--- src/rtl/kp_unloader.sv ---
// kp_unloader
//   Serializes a finished point-multiply result (x, y) into 2*WORD_W/NIB_W
//   nibbles, MSB first: all x nibbles, then all y nibbles, then one idle
//   separator cycle. A one-entry pending buffer catches a result that arrives
//   while a frame is in flight. A second result during that time is dropped
//   and flagged on the sticky ovf output.
//
// Ports
//   clk        rising-edge clock
//   rst        asynchronous, active-high reset
//   res_valid  one-cycle strobe, res_x/res_y valid with it
//   res_x      result x coordinate
//   res_y      result y coordinate
//   hold       consumer stall; pauses the stream while a frame is sending
//   ready      kP carries a valid nibble this cycle
//   kP         output nibble
//   busy       frame in progress or pending buffer occupied
//   ovf        sticky: a result was dropped
module kp_unloader #(
  parameter int WORD_W = 32,
  parameter int NIB_W  = 4
) (
  input  logic              clk,
  input  logic              rst,
  input  logic              res_valid,
  input  logic [WORD_W-1:0] res_x,
  input  logic [WORD_W-1:0] res_y,
  input  logic              hold,
  output logic              ready,
  output logic [NIB_W-1:0]  kP,
  output logic              busy,
  output logic              ovf
);

  localparam int NPC   = WORD_W / NIB_W;
  localparam int IDX_W = (NPC > 1) ? $clog2(NPC) : 1;
  localparam logic [IDX_W-1:0] LAST = IDX_W'(NPC - 1);

  typedef enum logic [1:0] {IDLE, SEND_X, SEND_Y, GAP} state_t;

  state_t            state, state_nxt;
  logic [IDX_W-1:0]  idx, idx_nxt;
  logic [WORD_W-1:0] act_x, act_y, pend_x, pend_y;
  logic              pend_vld, pend_vld_nxt;
  logic              load_act, load_from_pend, load_pend;
  logic              ready_nxt, ovf_nxt, busy_nxt;
  logic [NIB_W-1:0]  kp_nxt;

  // Nibble i of a coordinate, counted from the MSB.
  function automatic logic [NIB_W-1:0] nib_at(input logic [WORD_W-1:0] w,
                                              input logic [IDX_W-1:0]  i);
    logic [WORD_W-1:0] s;
    s = w << (NIB_W * int'(i));
    return s[WORD_W-1 -: NIB_W];
  endfunction

  // The output registers are loaded with the nibble that the *next* state
  // represents, so a frame's first nibble is visible in the cycle right after
  // the load and a state at index i is always showing nibble i.
  always_comb begin
    state_nxt      = state;
    idx_nxt        = idx;
    ready_nxt      = 1'b0;
    kp_nxt         = kP;
    ovf_nxt        = ovf;
    pend_vld_nxt   = pend_vld;
    load_act       = 1'b0;
    load_from_pend = 1'b0;
    load_pend      = 1'b0;

    case (state)
      IDLE, GAP: begin
        if (pend_vld) begin
          // Pending frame starts; a result arriving now refills the buffer.
          load_act       = 1'b1;
          load_from_pend = 1'b1;
          state_nxt      = SEND_X;
          idx_nxt        = '0;
          ready_nxt      = 1'b1;
          kp_nxt         = nib_at(pend_x, '0);
          pend_vld_nxt   = res_valid;
          load_pend      = res_valid;
        end else if (state == IDLE) begin
          if (res_valid) begin
            load_act  = 1'b1;
            state_nxt = SEND_X;
            idx_nxt   = '0;
            ready_nxt = 1'b1;
            kp_nxt    = nib_at(res_x, '0);
          end
        end else begin
          // GAP with nothing pending: a result here waits in the buffer.
          state_nxt    = IDLE;
          pend_vld_nxt = res_valid;
          load_pend    = res_valid;
        end
      end

      SEND_X, SEND_Y: begin
        if (!hold) begin
          if (idx == LAST) begin
            idx_nxt = '0;
            if (state == SEND_X) begin
              state_nxt = SEND_Y;
              ready_nxt = 1'b1;
              kp_nxt    = nib_at(act_y, '0);
            end else begin
              state_nxt = GAP;
            end
          end else begin
            idx_nxt   = idx + IDX_W'(1);
            ready_nxt = 1'b1;
            kp_nxt    = nib_at((state == SEND_X) ? act_x : act_y, idx + IDX_W'(1));
          end
        end
        if (res_valid) begin
          if (pend_vld) begin
            ovf_nxt = 1'b1;
          end else begin
            pend_vld_nxt = 1'b1;
            load_pend    = 1'b1;
          end
        end
      end

      default: state_nxt = IDLE;
    endcase

    busy_nxt = (state_nxt != IDLE) | pend_vld_nxt;
  end

  always_ff @(posedge clk or posedge rst) begin
    if (rst) begin
      state    <= IDLE;
      idx      <= '0;
      pend_vld <= 1'b0;
      ready    <= 1'b0;
      kP       <= '0;
      busy     <= 1'b0;
      ovf      <= 1'b0;
    end else begin
      state    <= state_nxt;
      idx      <= idx_nxt;
      pend_vld <= pend_vld_nxt;
      ready    <= ready_nxt;
      kP       <= kp_nxt;
      busy     <= busy_nxt;
      ovf      <= ovf_nxt;
    end
  end

  // Coordinate storage carries no reset; it is only read once loaded.
  always_ff @(posedge clk) begin
    if (load_act) begin
      act_x <= load_from_pend ? pend_x : res_x;
      act_y <= load_from_pend ? pend_y : res_y;
    end
    if (load_pend) begin
      pend_x <= res_x;
      pend_y <= res_y;
    end
  end

endmodule

--- config.mk ---
export PLATFORM = sky130hd
export DESIGN_NAME = kp_unloader
export DESIGN_NICKNAME = d
export VERILOG_FILES = /design/src/rtl/kp_unloader.sv
export SDC_FILE = /design/constraint.sdc
export NUM_CORES = 1
export LEC_CHECK = 0
export BUFFER_PORTS_ARGS = -buffer_cell sky130_fd_sc_hd__buf_2
export CAP_MARGIN = 10
export CELL_PAD_IN_SITES_DETAIL_PLACEMENT = 1
export CELL_PAD_IN_SITES_GLOBAL_PLACEMENT = 1
export CORE_UTILIZATION = 50
export DETAILED_ROUTE_END_ITERATION = 8
export PLACE_DENSITY_LB_ADDON = 0.12
export RECOVER_POWER = 100
export SLEW_MARGIN = 0
export SYNTH_ARGS = -nofsm -noshare
export SYNTH_HDL_FRONTEND = slang
export SYNTH_SLANG_ARGS = --single-unit
--- constraint.sdc ---
create_clock -name clk -period 13.3 [get_ports clk]
set_clock_uncertainty 0.1 [all_clocks]
set_input_delay 2.66 -clock clk [delete_from_list [all_inputs] [get_ports clk]]
set_output_delay 2.66 -clock clk [all_outputs]
set_load 0.05 [all_outputs]
* After elaboration in Yosys (flattened, before gate mapping)
Index checks and enable logic that the tools add are counted.
Cells by class: $add $sub $neg 1, equal/unequal tests 8, shift operators 1, multiplexer cells 40, bitwise gates (word level) 1, reductions and logical operators 7
Operators with widths (number):
- two-way mux 32 bit | 3
- << shifter 32 x 5 -> 32 bit | 1
- two-way mux 4 bit | 6
- two-way mux 1 bit | 15
- two-way mux 3 bit | 5
- two-way mux 2 bit | 5
- != test 3 bit (second input constant) | 3
- case mux 4 bit (2 select lines) | 1
- case mux 1 bit (2 select lines) | 3
- case mux 3 bit (2 select lines) | 1
- AND reduction 3 bit | 2
- equality test 2 bit (second input constant) | 2
- case mux 2 bit (2 select lines) | 1
- AND reduction 4 bit | 1
- OR reduction 2 bit | 2
- adder 3 x 1 -> 3 bit (second input constant) | 1
- equality test 3 bit (second input constant) | 1
- equality test 2 x 1 -> 1 bit (second input constant) | 1
- zero test 2 bit | 1
- != test 2 bit (second input constant) | 1
- nonzero test 2 bit | 1
- bitwise OR 1 bit | 1
Word-level totals: flip-flop bits (word level) 141, bits of input ports 68, output and inout bits 7, word-level logic and storage cells 69

* Depth between registers and ports, before layout
word-level depth 7, mapped depth 8, depth with buffers taken out 6

* Least setup slack after synthesis
No wires, ideal clock.
path kind input to register, start point in res_valid, end point reg act_x[0], enable pin, library setup time 0.487 ns, data arrival time 5.761 ns, required time 12.713 ns, path slack 6.952 ns, cell stages on the path 3, buffers on the path 1, path through clkbuf_1 > a21oi_1 > nor2_1
On the way: cells in the longest elaborated chain, start to end 4
RTL lines:
- start, declared | line 25 | input logic res_valid,
- two-way mux 1 bit | line 84 | if (res_valid) begin
- two-way mux 1 bit | line 83 | end else if (state == IDLE) begin
- two-way mux 1 bit | line 73 | if (pend_vld) begin
- two-way mux 1 bit | line 71 | case (state)
- via load_act | line 45 | logic load_act, load_from_pend, load_pend;
- end signal, assigned | line 155 | act_x <= load_from_pend ? pend_x : res_x;
- end, declared | line 43 | logic [WORD_W-1:0] act_x, act_y, pend_x, pend_y;
The timed path passes the listed nets, and every way through them passes these cells. A chain may end at the register's enable or synchronous reset.

* Worst setup path in the final report
start point in res_valid, end point reg act_x[8], enable pin
Same word-level chain as after synthesis.

==> reports/results.tsv <==
stage	metric	value	unit
sta	rsz0062_at_grt	false	
sta	worst-slew-pin-transition	3550	ps
cts	clockBufferDepth	2	
floorplanning	initial_core_util	0.5177	
sta	max_clock_freq	170.0	MHz
place	pre_cts_slack	8973	ps
floorplanning	ios	75	
setup_path	critPathCaptureType	flip-flop	
final_layout	antenna_cells	0	
setup_path	crit_arrival	5730	ps
setup_path	crit_type	in2reg	
cts	clock_latency	420	ps
final_layout	drive_gt1_frac	0.1419	
sta	setup_viol	0	
cts	cts_tree	done	
synthesis	syn_inst	355	
cts	root_buffer	clkbuf_16	
cts	cts_htree_levels	4	
grt	track_usage	0.2013	
floorplanning	dieArea	12420	um^2
setup_path	cp.required	13150	ps
synthesis	yosysTopAreaCell	edfxtp_1	
setup_path	cp-start-kind	primary input	
floorplanning	core	11560	um^2
cts	postCtsSetupRepairBufs	0	
sta	fin_crit	5882	ps
synthesis	syn-num-nets	429	
cts	postCtsHoldBufs	0	
sta	finalHoldViolCount	0	
final_layout	finalNetCount	506	
synthesis	synth-seq-cells	141	
status	status	finished with violations	
synthesis	synth_xor_area_frac	0	
synthesis	avgSynthCellArea	16.86	um^2
grt	grt_max_degree	65	
cts	clk_pin_slew_worst_paths	60	ps
cts	cts_buffers	17	
job	drv_cap	4	
floorplanning	die_y	111.4	um
synthesis	synth_most_common_cell	edfxtp_1	
setup_path	crit_path_max_fanout	64	
sta	timing.final.crit_share	0.4423	
setup_path	rrSetupSlack	8540	ps
synthesis	synth_mux_area_frac	0.1843	
synthesis	async_reset_ff_frac	0.09220	
place	hpwlAfterDp	7401	um
cts	clock-sinks	141	
synthesis	yosys-top-cells-count	edfxtp_1 (128), mux2_1 (65), mux2i_1 (36)	
grt	grt_first_pass_wirelength	18480	um
power_and_ir_drop	peakVddDrop	0.1440	mV
synthesis	synth_compound_gate_area_share	0.05120	
drt	route.detailed.drc	8	
worst_hold_path	min_path_type	reg2reg	
synthesis	synth_top_area_frac	0.6420	
power_and_ir_drop	p_leak	0.002596	uW
synthesis	yosysSeqAreaShare	0.6963	
final_layout	area_delta_synth_final	16.49	%
synthesis	ys.warnings.count	0	
grt	grt_pass1_vias	3480	
place	gp_congestion	0.7618	
power_and_ir_drop	p_per_area	267.5	nW/um^2
synthesis	syn_area	5987	um^2
status	violations	design-rule violations, max-capacitance violations, max-slew violations	
synthesis	synth_edf_count	128	
sta	relSlewSlack	-1.367	
synthesis	synthFlopType	edfxtp_1	
synthesis	synth_adder_area_share	0.01254	
synthesis	synth_top_family_by_area	multiplexers	
grt	antenna_found_initial	0	
floorplanning	die_w	111.4	um
synthesis	synth_area_leaders	edfxtp_1 (64%), mux2_1 (12%), mux2i_1 (6.0%)	
synthesis	yosys.area_share.simple	0.02989	
drt	ant_nets	0	
drt	drt_wl_total	11310	um
synthesis	synth.distinct_cells	37	
sta	layout_setup_ws	7418	ps
cts	cts_resized	0	
sta	tns	0	ps
drt	wl_per_cell	19.27	um
power_and_ir_drop	finalPower	1866	uW
floorplanning	rows	39	
place	io_buffers	74	
drt	drtIter0Drc	179	
drt	vias_per_cell	5.532	
sta	slew_viol_final	197	
grt	overflow	0	
drt	drt_first_pass_iters	7	
drt	num_vias	3247	
==> flip-flops by register name, summed over array words and instances, names as in the netlist <==
register / cells
act_x: 32
act_y: 32
busy: 1
idx: 3
kP: 4
ovf: 1
pend_vld: 1
pend_x: 32
pend_y: 32
ready: 1
state: 2
==> layer usage <==
layer / vias to the layer above / part of all wire / GRT usage
li1: 1533 / - / -
met3: 11 / 0.034 / 0.05661
met5: - / 0 / 0
met1: 1632 / 0.47 / 0.2629
met4: 0 / 0.013 / 0.08378
met2: 71 / 0.49 / 0.3188
==> where the power goes <==
| group | leakage, uW | internal [uW] | switching, uW |
|---|---|---|---|
| Clock | 0.000288 | 310 | 174 |
| Sequential | 0.00133 | 730 | 52.2 |
| Combinational | 0.000975 | 214 | 385 |
| Total | 0.00260 | 1250 | 612 |
==> through the flow <==
step	hold WS, ps	std cells	area [um^2]	util
3_3_place_gp	347.1	556	6447	0.5575
5_1_grt	403.1	587	6974	0.6031
3_5_place_dp	365.2	556	6447	0.5575
6_report	378.8	587	6974	0.6031
4_1_cts	378.7	587	7051	0.6097
2_1_floorplan	359.1	355	5987	-
==> final timing paths <==
| path | startpoint | endpoint | cells after the start |
|---|---|---|---|
| setup / recovery | res_valid | act_x[8] | 4 |
| hold / removal | ovf | ovf | 1 |
| setup reg to reg | state[0] | act_x[30] | 5 |
| hold reg to reg | ovf | ovf | 1 |
| max in group asynchronous | rst | state[0] | 2 |
| min in group asynchronous | rst | idx[1] | 2 |
==> layout make-up <==
| cell class | instances | area (um^2) |
|---|---|---|
| repair buffers | 77 | 324.1 |
| multi-input cells | 189 | 1677 |
| inverters | 6 | 22.52 |
| fillers | 1074 | 4591 |
| flip-flops and latches | 141 | 4169 |
| well taps | 143 | 178.9 |
| clock inverters | 13 | 173.9 |
| clock buffers | 18 | 429.2 |
==> cells in the final DEF (no fill, tap or decap), types with 2 or more instances in the layout <==
cell          n
edfxtp_1    128
nand3_1       2
nor2_4        2
mux2i_1      36
a21oi_1      14
buf_2        28
dfrtp_1      13
clkbuf_1     50
inv_1         4
ha_1          5
clkinv_2      2
nor2b_1       4
clkbuf_16    17
mux2_1       65
clkinv_1      4
a22oi_1      17
clkinvlp_4    2
o31ai_1       4
bufinv_16     4
nand2b_1      2
nor3_1        4
nand2_1       9
clkinv_4      2
nor2_1        4
o21ai_0       7
==> worst max-delay path, stage by stage <==
cell and delay, ps:
clkbuf_1 250, a21oi_1 260, nor2_4 120, clkbuf_1 2380
==> logic make-up after synthesis <==
group | count (synthesis)
flops | 141
mux | 102
compound gates | 47
simple gates | 34
buf+inv | 25
fa+ha+maj | 6
Power figures use the tool's default switching activity.
